**config.mk**
```make
export PLATFORM = sky130hd
export DESIGN_NAME = registro_univ
export DESIGN_NICKNAME = d
export VERILOG_FILES = /design/src/rtl/registro_univ.sv
export SDC_FILE = /design/constraint.sdc
export NUM_CORES = 1
export LEC_CHECK = 0
export CAP_MARGIN = 5
export CORE_MARGIN = 1
export CORE_UTILIZATION = 25
export DETAILED_ROUTE_END_ITERATION = 10
export GPL_TIMING_DRIVEN = 0
export PLACE_DENSITY = 0.44
export SLEW_MARGIN = 20
export SYNTH_ARGS = -nofsm -noshare
export SYNTH_HDL_FRONTEND = slang
export SYNTH_SLANG_ARGS = --single-unit
```
**constraint.sdc**
```tcl
create_clock -name CLK -period 14.1 [get_ports CLK]
set_input_delay 1.41 -clock CLK [delete_from_list [all_inputs] [get_ports CLK]]
set_output_delay 1.41 -clock CLK [all_outputs]
set_load 0.01 [all_outputs]
```
**src/rtl/registro_univ.sv**
```systemverilog
// Universal shift register: push, rotate, load, arithmetic shift, clear and invert steps,
// a REP+1 step sequencer with BUSY/DONE handshake, and a saturating Q toggle counter.
module registro_univ #(
  parameter int unsigned WIDTH = 8,
  parameter int unsigned LANE  = 1,
  parameter int unsigned REP_W = 4,
  parameter int unsigned CNT_W = 16
) (
  input  logic             CLK,
  input  logic             RST,
  input  logic             ENB,
  input  logic             START,
  input  logic [2:0]       MODO,
  input  logic             DIR,
  input  logic [REP_W-1:0] REP,
  input  logic [WIDTH-1:0] D,
  input  logic [LANE-1:0]  S_IN,
  output logic [WIDTH-1:0] Q,
  output logic [LANE-1:0]  S_OUT,
  output logic             BUSY,
  output logic             DONE,
  output logic [CNT_W-1:0] PWR_CNT
);

  localparam int unsigned PopW = $clog2(WIDTH + 1);
  localparam int unsigned SumW = ((CNT_W > PopW) ? CNT_W : PopW) + 1;
  localparam logic [CNT_W-1:0] CntMax = {CNT_W{1'b1}};

  localparam logic [2:0] ModePush   = 3'b000;
  localparam logic [2:0] ModeCycle  = 3'b001;
  localparam logic [2:0] ModeLoad   = 3'b010;
  localparam logic [2:0] ModeArith  = 3'b011;
  localparam logic [2:0] ModeClear  = 3'b100;
  localparam logic [2:0] ModeInvert = 3'b101;

  typedef enum logic [0:0] {StIdle, StRun} state_e;

  state_e           state_q;
  logic [REP_W-1:0] rem_q;
  logic [2:0]       mode_q;
  logic             dir_q;
  logic [WIDTH-1:0] q_q, q_d, step_q;
  logic [LANE-1:0]  sout_q, sout_d, step_so, out_bits;
  logic             busy_q, done_q;
  logic [CNT_W-1:0] pwr_q, pwr_d;
  logic             accept, do_step, step_dir;
  logic [2:0]       step_mode;
  logic [WIDTH-1:0] diff;
  logic [PopW-1:0]  toggles;
  logic [SumW-1:0]  sum;

  // The acceptance edge executes step 1 with the live MODO/DIR, later steps use the latched copy.
  always_comb begin
    accept    = ENB && START && (state_q == StIdle);
    do_step   = ENB && (accept || (state_q == StRun));
    step_mode = accept ? MODO : mode_q;
    step_dir  = accept ? DIR : dir_q;
    out_bits  = step_dir ? q_q[LANE-1:0] : q_q[WIDTH-1 -: LANE];
    step_q    = q_q;
    step_so   = '0;
    case (step_mode)
      ModePush: begin
        step_q  = step_dir ? {S_IN, q_q[WIDTH-1:LANE]} : {q_q[WIDTH-LANE-1:0], S_IN};
        step_so = out_bits;
      end
      ModeCycle: begin
        step_q = step_dir ? {q_q[LANE-1:0], q_q[WIDTH-1:LANE]}
                          : {q_q[WIDTH-LANE-1:0], q_q[WIDTH-1 -: LANE]};
      end
      ModeLoad:  step_q = D;
      ModeArith: begin
        step_q  = step_dir ? {{LANE{q_q[WIDTH-1]}}, q_q[WIDTH-1:LANE]}
                           : {q_q[WIDTH-LANE-1:0], {LANE{1'b0}}};
        step_so = out_bits;
      end
      ModeClear:  step_q = '0;
      ModeInvert: step_q = ~q_q;
      default:    step_q = q_q;
    endcase
    q_d    = do_step ? step_q : q_q;
    sout_d = do_step ? step_so : sout_q;
  end

  always_comb begin
    diff    = q_q ^ q_d;
    toggles = '0;
    for (int i = 0; i < int'(WIDTH); i++) begin
      toggles = toggles + PopW'(diff[i]);
    end
    sum   = SumW'(pwr_q) + SumW'(toggles);
    pwr_d = (sum > SumW'(CntMax)) ? CntMax : sum[CNT_W-1:0];
  end

  always_ff @(posedge CLK or posedge RST) begin
    if (RST) begin
      state_q <= StIdle;
      rem_q   <= '0;
      mode_q  <= '0;
      dir_q   <= 1'b0;
      q_q     <= '0;
      sout_q  <= '0;
      busy_q  <= 1'b0;
      done_q  <= 1'b0;
      pwr_q   <= '0;
    end else if (ENB) begin
      q_q    <= q_d;
      sout_q <= sout_d;
      pwr_q  <= pwr_d;
      unique case (state_q)
        StIdle: begin
          done_q <= 1'b0;
          if (START) begin
            mode_q <= MODO;
            dir_q  <= DIR;
            if (REP == '0) begin
              done_q <= 1'b1;
            end else begin
              rem_q   <= REP;
              state_q <= StRun;
              busy_q  <= 1'b1;
            end
          end
        end
        StRun: begin
          rem_q  <= rem_q - 1'b1;
          done_q <= 1'b0;
          if (rem_q == REP_W'(1)) begin
            state_q <= StIdle;
            busy_q  <= 1'b0;
            done_q  <= 1'b1;
          end
        end
        default: state_q <= StIdle;
      endcase
    end
  end

  assign Q       = q_q;
  assign S_OUT   = sout_q;
  assign BUSY    = busy_q;
  assign DONE    = done_q;
  assign PWR_CNT = pwr_q;

endmodule

```
==> qor.txt <==
Status -> finished clean
Initial antenna violation count -> 0
Syn Std Cell Area -> 0.00249 mm²
Metal-1 WL -> 3250 µm
Pin count of the biggest net entering global routing -> 28
Clock skew -> 0.0107 ns
Drc violations -> 0
IO Port Bufs -> 46
CP dominant cell by count -> fa_1
# clock sinks -> 36
Worst slew margin -> 43.6%
Pre-Repair DR Iteration Count -> 4
PwrDens -> 250 mW/mm²
Leakage -> 0.00140 µW
Mean Syn Cell Area -> 8.71 µm²
Total Wirelength -> 6460 µm
GPL Wtd Cong -> 0.799
EDFF count, synth -> 0
Critical path's slowest cell -> a211oi_1
Crit Path Max Fanout -> 10
Ant. Diodes -> 0
Core ar. -> 0.00973 mm²
Post-route total power -> 808 µW
Final Hold Vio Count -> 0
Metal2 WL -> 2940 µm
R2R depth -> 22
Crit end category -> register
Top_reg_cell synth -> dfrtp_1
Critical path, cell by cell -> clkdlybuf4s50_1, nand3b_4, buf_6, mux2i_4, buf_6, o21ai_0, a31oi_1, nor3_1, a211oi_1, fa_1, fa_1, inv_1, fa_1, inv_1, fa_1, inv_1, fa_1, nor2b_1, o21ai_0, a211oi_1, nand2_1, clkbuf_1, nand2_1
Num rows -> 36
Post-layout min period -> 7.31 ns
Highest routed layer -> met4
Top-area cell type share of the netlist area -> 36.1%
First-pass GRT wire length -> 10800 µm
Largest cells by area after synthesis -> dfrtp_1 (36%), nand2_1 (7.2%), fa_1 (4.0%)
Initial Utilization -> 25.6%
Slew at the pin closest to its max-slew limit -> 0.842 ns
Boundary pin count -> 48
Clk buf depth -> 2
Share of flip-flops with an asynchronous set or reset -> 100%
Die Y -> 102 µm
Post-Syn Instances -> 286
Die boundary width -> 102 µm
Slowest cell delay on critical path -> 0.77 ns
Overflow after GRT -> 0
Hold depth -> 2
Share of cells above drive strength 1 -> 7.33%
Register area share after synthesis -> 36.1%
Average wire per standard cell -> 13.6 µm
Post-CTS setup buffer count -> 0
Worst min-delay path category -> register to register
Cell taking the most area after synthesis -> dfrtp_1
Cts hold-fix bufs -> 0
Synth warnings -> 0
Worst path arrival time -> 7.53 ns
Cell family with most CP delay -> adder cells
Max capacitance violation total -> 0
Clk Tree Root Cell -> clkbuf_8
Fin cells -> 474
Clock Latency Late Sink -> 0.29 ns
DR WL met3 -> 202 µm
Dpl cells -> 466
Vias in the first global route -> 2177
CP Launch Type -> primary input
Fin crit share -> 51.8%
ANT nets after route -> 0
Post-CTS sizing -> 0
DR vias/cell -> 4.65
Total number of vias -> 2204
RSZ-0062 raised after global routing -> no
Critical path depth -> 23
GRT Resource Usage Total -> 13.5%
Die Footprint -> 0.0104 mm²
H-tree depth -> 2
Syn Nets -> 320
Slew Limit Fails -> 0
Final setup TNS -> 0 ns
Hold_ws -> 0.486 ns
Critical path class -> primary input to register
Setup violators final -> 0
Dpl hpwl -> 4900 µm
Worst VDD drop -> 0.000128 V
#FFs+latches synth -> 36
Clk pin slew, worst setup/hold paths -> 0.08 ns
Layout Area Growth over Synthesis -> 29.9%
Max Clock Freq -> 0.137 GHz
CTS tree -> built
Initial DRC count -> 51
Final #Nets -> 374
Filler cell count -> 1080
Buf+Inv Stages, Crit Path -> 7
Synth cell types -> 49
Critical Path RT -> 14.32 ns
CTS buffer count -> 5
==> kinds of logic (layout without fill, tap and decap cells) <==
group / count (synthesis) / after routing / synth area share (%)
simple gates: 116 / 116 / 22.3
compound gates: 75 / 75 / 18.5
flops: 36 / 36 / 36.1
buf+inv: 26 / 81 / 4.82
fa+ha+maj: 13 / 13 / 8.03
mux: 13 / 13 / 7.73
xor+xnor: 7 / 7 / 2.46
==> metrics by stage <==
stage | worst slack (ns) | utilization, % | instance area [µm²]
2_1_floorplan | 7.72 | - | 2490
3_3_place_gp | 6.52 | 32.1 | 3120
3_5_place_dp | 6.46 | 32.3 | 3140
4_1_cts | 6.73 | 33.3 | 3240
5_1_grt | 6.32 | 33.3 | 3240
6_report | 6.79 | 33.3 | 3240
==> Yosys cell counts (3+ instances only) <==
| cell | instances |
|---|---|
| a31oi_1 | 10 |
| and2_1 | 3 |
| o21ai_0 | 20 |
| fa_1 | 5 |
| a211oi_1 | 5 |
| nand3_1 | 4 |
| nor4b_1 | 4 |
| nor2_1 | 24 |
| and3_1 | 5 |
| o21ai_1 | 6 |
| xnor2_1 | 6 |
| mux2i_1 | 5 |
| dfrtp_1 | 36 |
| ha_1 | 8 |
| a21oi_1 | 17 |
| nand2_1 | 48 |
| clkbuf_1 | 5 |
| nor2b_1 | 7 |
| o21a_1 | 4 |
| inv_1 | 15 |
| nor3_1 | 11 |
| mux2i_4 | 4 |
==> worst register-to-register path, stage by stage (launching register included) <==
cell	delay (ns)
dfrtp_1	0.39
nand3b_4	0.19
buf_6	0.19
mux2i_4	0.31
buf_6	0.17
o21ai_0	0.08
a31oi_1	0.27
nor3_1	0.08
a211oi_1	0.29
fa_1	0.50
fa_1	0.54
inv_1	0.05
fa_1	0.47
inv_1	0.10
fa_1	0.21
inv_1	0.06
fa_1	0.37
nor2b_1	0.15
o21ai_0	0.18
a211oi_1	0.77
nand2_1	0.17
clkbuf_1	0.30
nand2_1	0.13
==> registers in the layout, summed over array words and instances (netlist names) <==
register	count
DONE	1
S_OUT	1
BUSY	1
dir_q	1
rem_q	4
PWR_CNT	16
Q	8
state_q	1
mode_q	3
==> per-layer routing <==
layer / up-vias / GRT usage [%]
met3: 5 / 2.53
met2: 24 / 21.4
li1: 1121 / -
met5: - / 0
met1: 1054 / 18.8
met4: 0 / 3.63
==> power by group <==
group / switching, µW / total (µW) / internal [µW] / leakage [µW]
clock network: 42.0 / 81.7 / 39.6 / 0.0000434
registers: 48.0 / 192 / 144 / 0.000445
logic: 288 / 534 / 246 / 0.000915
==> final timing paths <==
kind	start	to	slack (ns)
max	START	PWR_CNT[1]	6.79
min	S_OUT	S_OUT	0.49
max reg2reg	state_q	PWR_CNT[1]	8.09
min reg2reg	S_OUT	S_OUT	0.49
max in group asynchronous	RST	Q[2]	12.30
min in group asynchronous	RST	PWR_CNT[15]	1.36
==> placed cells by master (no fill, tap or decap), types with 2 or more instances in the layout <==
cell | netlist | routed
a211oi_1 | 5 | 5
a21oi_1 | 17 | 17
a31oi_1 | 10 | 10
and2_1 | 3 | 3
and3_1 | 5 | 5
buf_6 | 2 | 2
clkbuf_1 | 5 | 5
clkbuf_8 | 0 | 6
clkdlybuf4s50_1 | 0 | 46
clkinvlp_4 | 0 | 2
dfrtp_1 | 36 | 36
fa_1 | 5 | 5
ha_1 | 8 | 8
inv_1 | 15 | 14
inv_2 | 1 | 2
mux2_4 | 2 | 2
mux2i_1 | 5 | 5
mux2i_4 | 4 | 4
nand2_1 | 48 | 48
nand2b_1 | 2 | 2
nand3_1 | 4 | 4
nor2_1 | 24 | 24
nor2b_1 | 7 | 7
nor3_1 | 11 | 11
nor4b_1 | 4 | 4
o211ai_1 | 2 | 2
o21a_1 | 4 | 4
o21ai_0 | 20 | 20
o21ai_1 | 6 | 6
o221ai_1 | 2 | 2
o22a_1 | 2 | 2
or3_1 | 2 | 2
xnor2_1 | 6 | 6
==> layout make-up <==
cell class / instances / area [µm²] / share of cell area (%)
Timing Repair Buffer: 47 / 480 / 14.8
Inverter: 17 / 66.3 / 2.05
Sequential cell: 36 / 901 / 27.8
Tap cell: 133 / 166 / 5.14
Clock inverter: 2 / 15.0 / 0.464
Multi-Input combinational cell: 224 / 1470 / 45.5
Buffer: 9 / 53.8 / 1.66
Clock buffer: 6 / 82.6 / 2.55
No activity file was read; power rests on OpenSTA's default activity.
